==> config.mk <==
export PLATFORM = sky130hd
export DESIGN_NAME = tick_countdown_timer
export DESIGN_NICKNAME = d
export VERILOG_FILES = /design/src/rtl/tick_countdown_timer.sv
export SDC_FILE = /design/constraint.sdc
export NUM_CORES = 1
export LEC_CHECK = 0
export CAP_MARGIN = 25
export CORE_AREA = 2 2 61 63
export CTS_CLUSTER_SIZE = 30
export DETAILED_ROUTE_END_ITERATION = 6
export DIE_AREA = 0 0 63 65
export PLACE_DENSITY = 0.76
export SETUP_SLACK_MARGIN = 0.5
export SLEW_MARGIN = 20
export SYNTH_ARGS = -nofsm -noshare
export SYNTH_HDL_FRONTEND = slang
export SYNTH_SLANG_ARGS = --single-unit
==> constraint.sdc <==
create_clock -name freq_in -period 4.5 [get_ports freq_in]
set_clock_uncertainty 0.05 [all_clocks]
set_input_delay 0.9 -clock freq_in [delete_from_list [all_inputs] [get_ports freq_in]]
set_output_delay 0.9 -clock freq_in [all_outputs]
set_load 0.01 [all_outputs]
==> src/rtl/tick_countdown_timer.sv <==
// Seconds countdown timer driven by the board's slow divider tick.
// Synchronises the tick, counts a loaded value down to zero, reports binary/BCD time left.
module tick_countdown_timer #(
  parameter int MAX_SEC = 99,
  parameter int W       = 7
) (
  input  logic         freq_in,
  input  logic         reset_n,
  input  logic         tick_in,
  input  logic         load,
  input  logic [W-1:0] load_sec,
  input  logic         start,
  input  logic         pause,
  input  logic         clear,
  output logic [W-1:0] remaining,
  output logic [3:0]   bcd_tens,
  output logic [3:0]   bcd_ones,
  output logic         running,
  output logic         done,
  output logic         expired
);

  typedef enum logic [1:0] {
    ST_IDLE,
    ST_RUN,
    ST_HOLD,
    ST_DONE
  } state_e;

  localparam logic [W-1:0] MAX_VAL = W'(MAX_SEC);
  localparam logic [W-1:0] TEN     = W'(10);

  state_e       state_q, state_d;
  logic [W-1:0] remaining_q, remaining_d;
  logic         sync1_q, sync2_q, prev_q;
  logic         running_q, done_q, expired_q;
  logic         tick_evt;
  logic [W-1:0] load_val;

  assign tick_evt = sync2_q & ~prev_q;
  assign load_val = (load_sec > MAX_VAL) ? MAX_VAL : load_sec;

  // Commands with no effect in the current state are skipped, letting the next
  // lower-priority input act.
  always_comb begin
    // NOTE: every combinational output gets a default first so no latch is inferred.
    state_d     = state_q;
    remaining_d = remaining_q;
    case (state_q)
      ST_IDLE: begin
        if (clear) begin
          remaining_d = '0;
        end else if (load) begin
          remaining_d = load_val;
        end else if (start && remaining_q != '0) begin
          state_d = ST_RUN;
        end
      end
      ST_RUN: begin
        if (clear) begin
          state_d     = ST_IDLE;
          remaining_d = '0;
        end else if (pause) begin
          state_d = ST_HOLD;
        end else if (tick_evt && remaining_q != '0) begin
          remaining_d = remaining_q - 1'b1;
          if (remaining_q == W'(1)) state_d = ST_DONE;
        end
      end
      ST_HOLD: begin
        if (clear) begin
          state_d     = ST_IDLE;
          remaining_d = '0;
        end else if (load) begin
          state_d     = ST_IDLE;
          remaining_d = load_val;
        end else if (start) begin
          state_d = ST_RUN;
        end
      end
      ST_DONE: begin
        if (clear) begin
          state_d     = ST_IDLE;
          remaining_d = '0;
        end else if (load) begin
          state_d     = ST_IDLE;
          remaining_d = load_val;
        end
      end
      default: begin
        state_d     = ST_IDLE;
        remaining_d = '0;
      end
    endcase
  end

  // Tick flops reset high so an idle-high tick at reset release is not an edge.
  always_ff @(posedge freq_in or negedge reset_n) begin
    if (!reset_n) begin
      sync1_q     <= 1'b1;
      sync2_q     <= 1'b1;
      prev_q      <= 1'b1;
      state_q     <= ST_IDLE;
      remaining_q <= '0;
      running_q   <= 1'b0;
      done_q      <= 1'b0;
      expired_q   <= 1'b0;
    end else begin
      // NOTE: non-blocking assignments so every flop samples pre-edge values.
      sync1_q     <= tick_in;
      sync2_q     <= sync1_q;
      prev_q      <= sync2_q;
      state_q     <= state_d;
      remaining_q <= remaining_d;
      running_q   <= (state_d == ST_RUN);
      done_q      <= (state_d == ST_DONE);
      expired_q   <= (state_d == ST_DONE) && (state_q != ST_DONE);
    end
  end

  assign remaining = remaining_q;
  assign bcd_tens  = 4'(remaining_q / TEN);
  assign bcd_ones  = 4'(remaining_q % TEN);
  assign running   = running_q;
  assign done      = done_q;
  assign expired   = expired_q;

endmodule

==> out/qor.txt <==
result of the run - finished clean
maximum clock frequency - 251.7 MHz
placed insts - 239
share of the yosys chip area belonging to registers - 0.2842
time the final worst path needs with I/O delays and setup - 3974 ps
Final WS setup - 526.5 ps
height of the chip - 65 µm
routed len/inst - 14.49 µm
number of antenna-violating nets in the routed design - 0
Diodes inserted - 0
clock-pin slew on the worst setup and hold paths - 100 ps
total of buffers placed on input and output ports - 31
crit path launch - remaining[3]
synth top area cells - sky130_fd_sc_hd__dfrtp_1, sky130_fd_sc_hd__dfstp_2, sky130_fd_sc_hd__ha_1
maximum resistive drop on vdd - 193.2 µV
iteration count of the initial detailed-routing pass - 4
worst slew pin tran - 662.7 ps
Yosys top cell area share - 0.2251
wire length of the first global-routing pass - 6.127 mm
number of global-route vias before repair - 1317
DP Area - 1688 µm²
# DRC - 0
number of synthesized register bits - 15
count of endpoints failing hold in the final timing report - 0
cell family contributing the most delay on the critical path - compound AO/OA/AOI/OAI gates
initial core utilization - 0.3815
Post-Synthesis Cells - 167
final routed wirelength across all metal layers - 3.667 mm
total global routing track utilization - 0.1868
origin of the worst min-delay path - sync1_q
reg-to-reg startpoint - remaining[4]
Maximum Capacitance Violations - 0
Die X - 63 µm
buffering stage count on the worst path with inverters included - 2
level count of the clock H-tree - 1
ratio of cells with drive above 1 in the final layout - 0.2195
maximum number of pins on one net before global-route repair - 24
average size of a mapped cell - 7.987 µm²
HPWL after detailed placement - 2.557 mm
hold-fix buffers at CTS - 0
clk_lat worst skew - 290 ps
maximum buffer depth of the clock tree - 2
kind of launch point of the worst setup path - register
worst path arrival time - 3020 ps
number of filler instances in the final layout - 352
Primary FF master, synth - sky130_fd_sc_hd__dfrtp_1
EDFF count, synth - 0
worst-path cell chain - or2b_4 -> and2_1 -> nor3_2 -> a221oi_2 -> ha_2 -> buf_4 -> a21boi_4 -> nand2_1 -> o31ai_1 -> a221o_1 -> a221o_1 -> clkdlybuf4s50_1
Worst setup EP type - output port
antenna violations before repair - 0
largest fanout on the critical path - 5
routability congestion estimate - 0.8698
Via density - 5.751
number of clock buffers inserted by TritonCTS - 3
leading area contributor after synthesis - sky130_fd_sc_hd__dfrtp_1
Tcrit/Tclk final - 0.8830
num ports - 32
Max stage delay cell, worst path - sky130_fd_sc_hd__clkdlybuf4s50_1
Finish-stage setup viols - 0
TritonCTS clock tree - built
Synth Warn # - 0
Data required, critical path - 3550 ps
Net count, final - 225
leakage dissipation - 0.7199 nW
global route total overflow - 0
count of placed standard cells in the final layout, fillers left out - 253
buffer type at the clock tree root - sky130_fd_sc_hd__clkbuf_4
Design Area, Final - 1853 µm²
worst-case headroom to the max-slew limit - 0.5568
worst setup timing slack at the placement stage - 255.9 ps
max-slew violations - 0
path type of the worst setup path - reg2out
DRC violation total after the first TritonRoute iteration - 106
count of unique library cells instantiated by Yosys - 52
Core Rows - 22
share of synthesized flip-flops with an asynchronous set or reset - 1.000
number of clock sinks seen by CTS - 15
via count - 1455
total negative setup slack - 0 ps
layout overhead on the synthesized area - 38.93%
Slowest Stage Delay on Critical Path - 470 ps
PD cells - 304.3 nW/µm²
most common cell type on the critical path - sky130_fd_sc_hd__a221o_1
syn_nets - 186
area of the placeable core - 3496 µm²
class of the tightest hold or removal check - reg2reg
post-synthesis cell area - 1334 µm²
Die Outline Area - 4095 µm²
RSZ-0062 raised after global routing - yes
[report_power, final]
part           internal, mW  switching [mW]  leakage (nW)  total (mW)
Combinational         0.159           0.165         0.517       0.324
Sequential            0.147          0.0151         0.189       0.162
Clock                0.0338          0.0440        0.0139      0.0778
Total                 0.340           0.224         0.720       0.564
[state kept, by name, summed over array words and instances, names as in the netlist]
register   flops
done           1
remaining      7
prev_q         1
state_q        2
sync2_q        1
sync1_q        1
expired        1
running        1
[path summary, 6_finish.rpt]
kind,end,slack [ps],depth (start not counted)
worst max-delay path,bcd_ones[3],530,12
worst min-delay path,sync2_q,310,0
worst max register to register,remaining[0],2200,6
worst min register to register,sync2_q,310,0
max in group asynchronous,remaining[2],2970,1
min in group asynchronous,remaining[0],960,1
[cells in the mapped netlist (4+ instances only)]
cell type and instances:
sky130_fd_sc_hd__o31ai_1 5, sky130_fd_sc_hd__clkbuf_1 7, sky130_fd_sc_hd__nor2_1 12, sky130_fd_sc_hd__o21ai_0 11
sky130_fd_sc_hd__dfrtp_1 12, sky130_fd_sc_hd__buf_2 4, sky130_fd_sc_hd__nand3_1 7, sky130_fd_sc_hd__nand2b_1 4
sky130_fd_sc_hd__a31oi_1 4, sky130_fd_sc_hd__a211oi_1 4, sky130_fd_sc_hd__inv_1 8, sky130_fd_sc_hd__nor3_1 5
sky130_fd_sc_hd__nor2b_1 5, sky130_fd_sc_hd__ha_1 5, sky130_fd_sc_hd__o211ai_1 5, sky130_fd_sc_hd__a21oi_1 9
sky130_fd_sc_hd__nand2_1 10
[through the flow]
step,power (mW),hold slack [ps],util
after detailed placement,0.4476,298.2,0.4828
final,0.5639,311.9,0.5301
after CTS,0.5388,313.7,0.5125
after global routing,0.6124,326.3,0.5301
after global placement,0.4437,295.9,0.4828
after floorplan,0.3380,295.2,-
[cell families (layout without fill, tap and decap cells)]
kind of cell	after synthesis	after routing	synth area share
AO/OA/AOI/OAI	61	61	0.3208
XOR/XNOR	3	3	0.01970
adder cells (fa/ha/maj)	5	5	0.04690
buffers and inverters	20	58	0.06286
flip-flops	15	15	0.2842
multiplexers	1	1	0.007505
AND/OR/NAND/NOR	62	62	0.2580
[cell type report]
type	count	area, µm²	share of cell area
clock buffer	3	22.52	0.01215
sequential	15	381.6	0.2059
inverter	8	30.03	0.01621
multi-input combinational	132	932.1	0.5030
clock inverter	1	7.507	0.004051
tap	48	60.06	0.03241
timing repair buffer	46	419.2	0.2262
[cell usage in the layout, fill, tap and decap left out, types with 4 or more instances in the layout]
cell type                         Yosys  final
sky130_fd_sc_hd__a21oi_1              9      8
sky130_fd_sc_hd__a31oi_1              4      4
sky130_fd_sc_hd__buf_4                1     14
sky130_fd_sc_hd__clkdlybuf4s50_1      0     28
sky130_fd_sc_hd__dfrtp_1             12     10
sky130_fd_sc_hd__ha_1                 5      4
sky130_fd_sc_hd__inv_1                8      8
sky130_fd_sc_hd__nand2_1             10     10
sky130_fd_sc_hd__nand2b_1             4      4
sky130_fd_sc_hd__nand3_1              7      6
sky130_fd_sc_hd__nor2_1              12     10
sky130_fd_sc_hd__nor2b_1              5      4
sky130_fd_sc_hd__nor3_1               5      4
sky130_fd_sc_hd__o211ai_1             5      5
sky130_fd_sc_hd__o21ai_0             11     10
sky130_fd_sc_hd__o31ai_1              5      5
[per-layer routing]
layer  part of all wire  vias up  GRT usage
met5                  0        -          0
met4              0.011        0    0.05833
met3              0.040        4    0.01563
met2               0.50       40     0.3258
met1               0.45      704     0.2446
li1                   -      707          -
[worst register-to-register path, stage by stage (launching register included)]
cell and delay, ps:
sky130_fd_sc_hd__dfrtp_1 460, sky130_fd_sc_hd__buf_4 240, sky130_fd_sc_hd__or4_4 580, sky130_fd_sc_hd__o31a_1 320, sky130_fd_sc_hd__o21ai_2 300, sky130_fd_sc_hd__or4_1 160, sky130_fd_sc_hd__o211ai_1 90
[what timing repair did]
item	4_1_cts	5_1_grt
setup endpoints to repair	4	4
setup buffers	7	3
gates cloned	0	0
resized for setup	12	15
pin swaps	1	8
(Power assumes the default switching activity.)
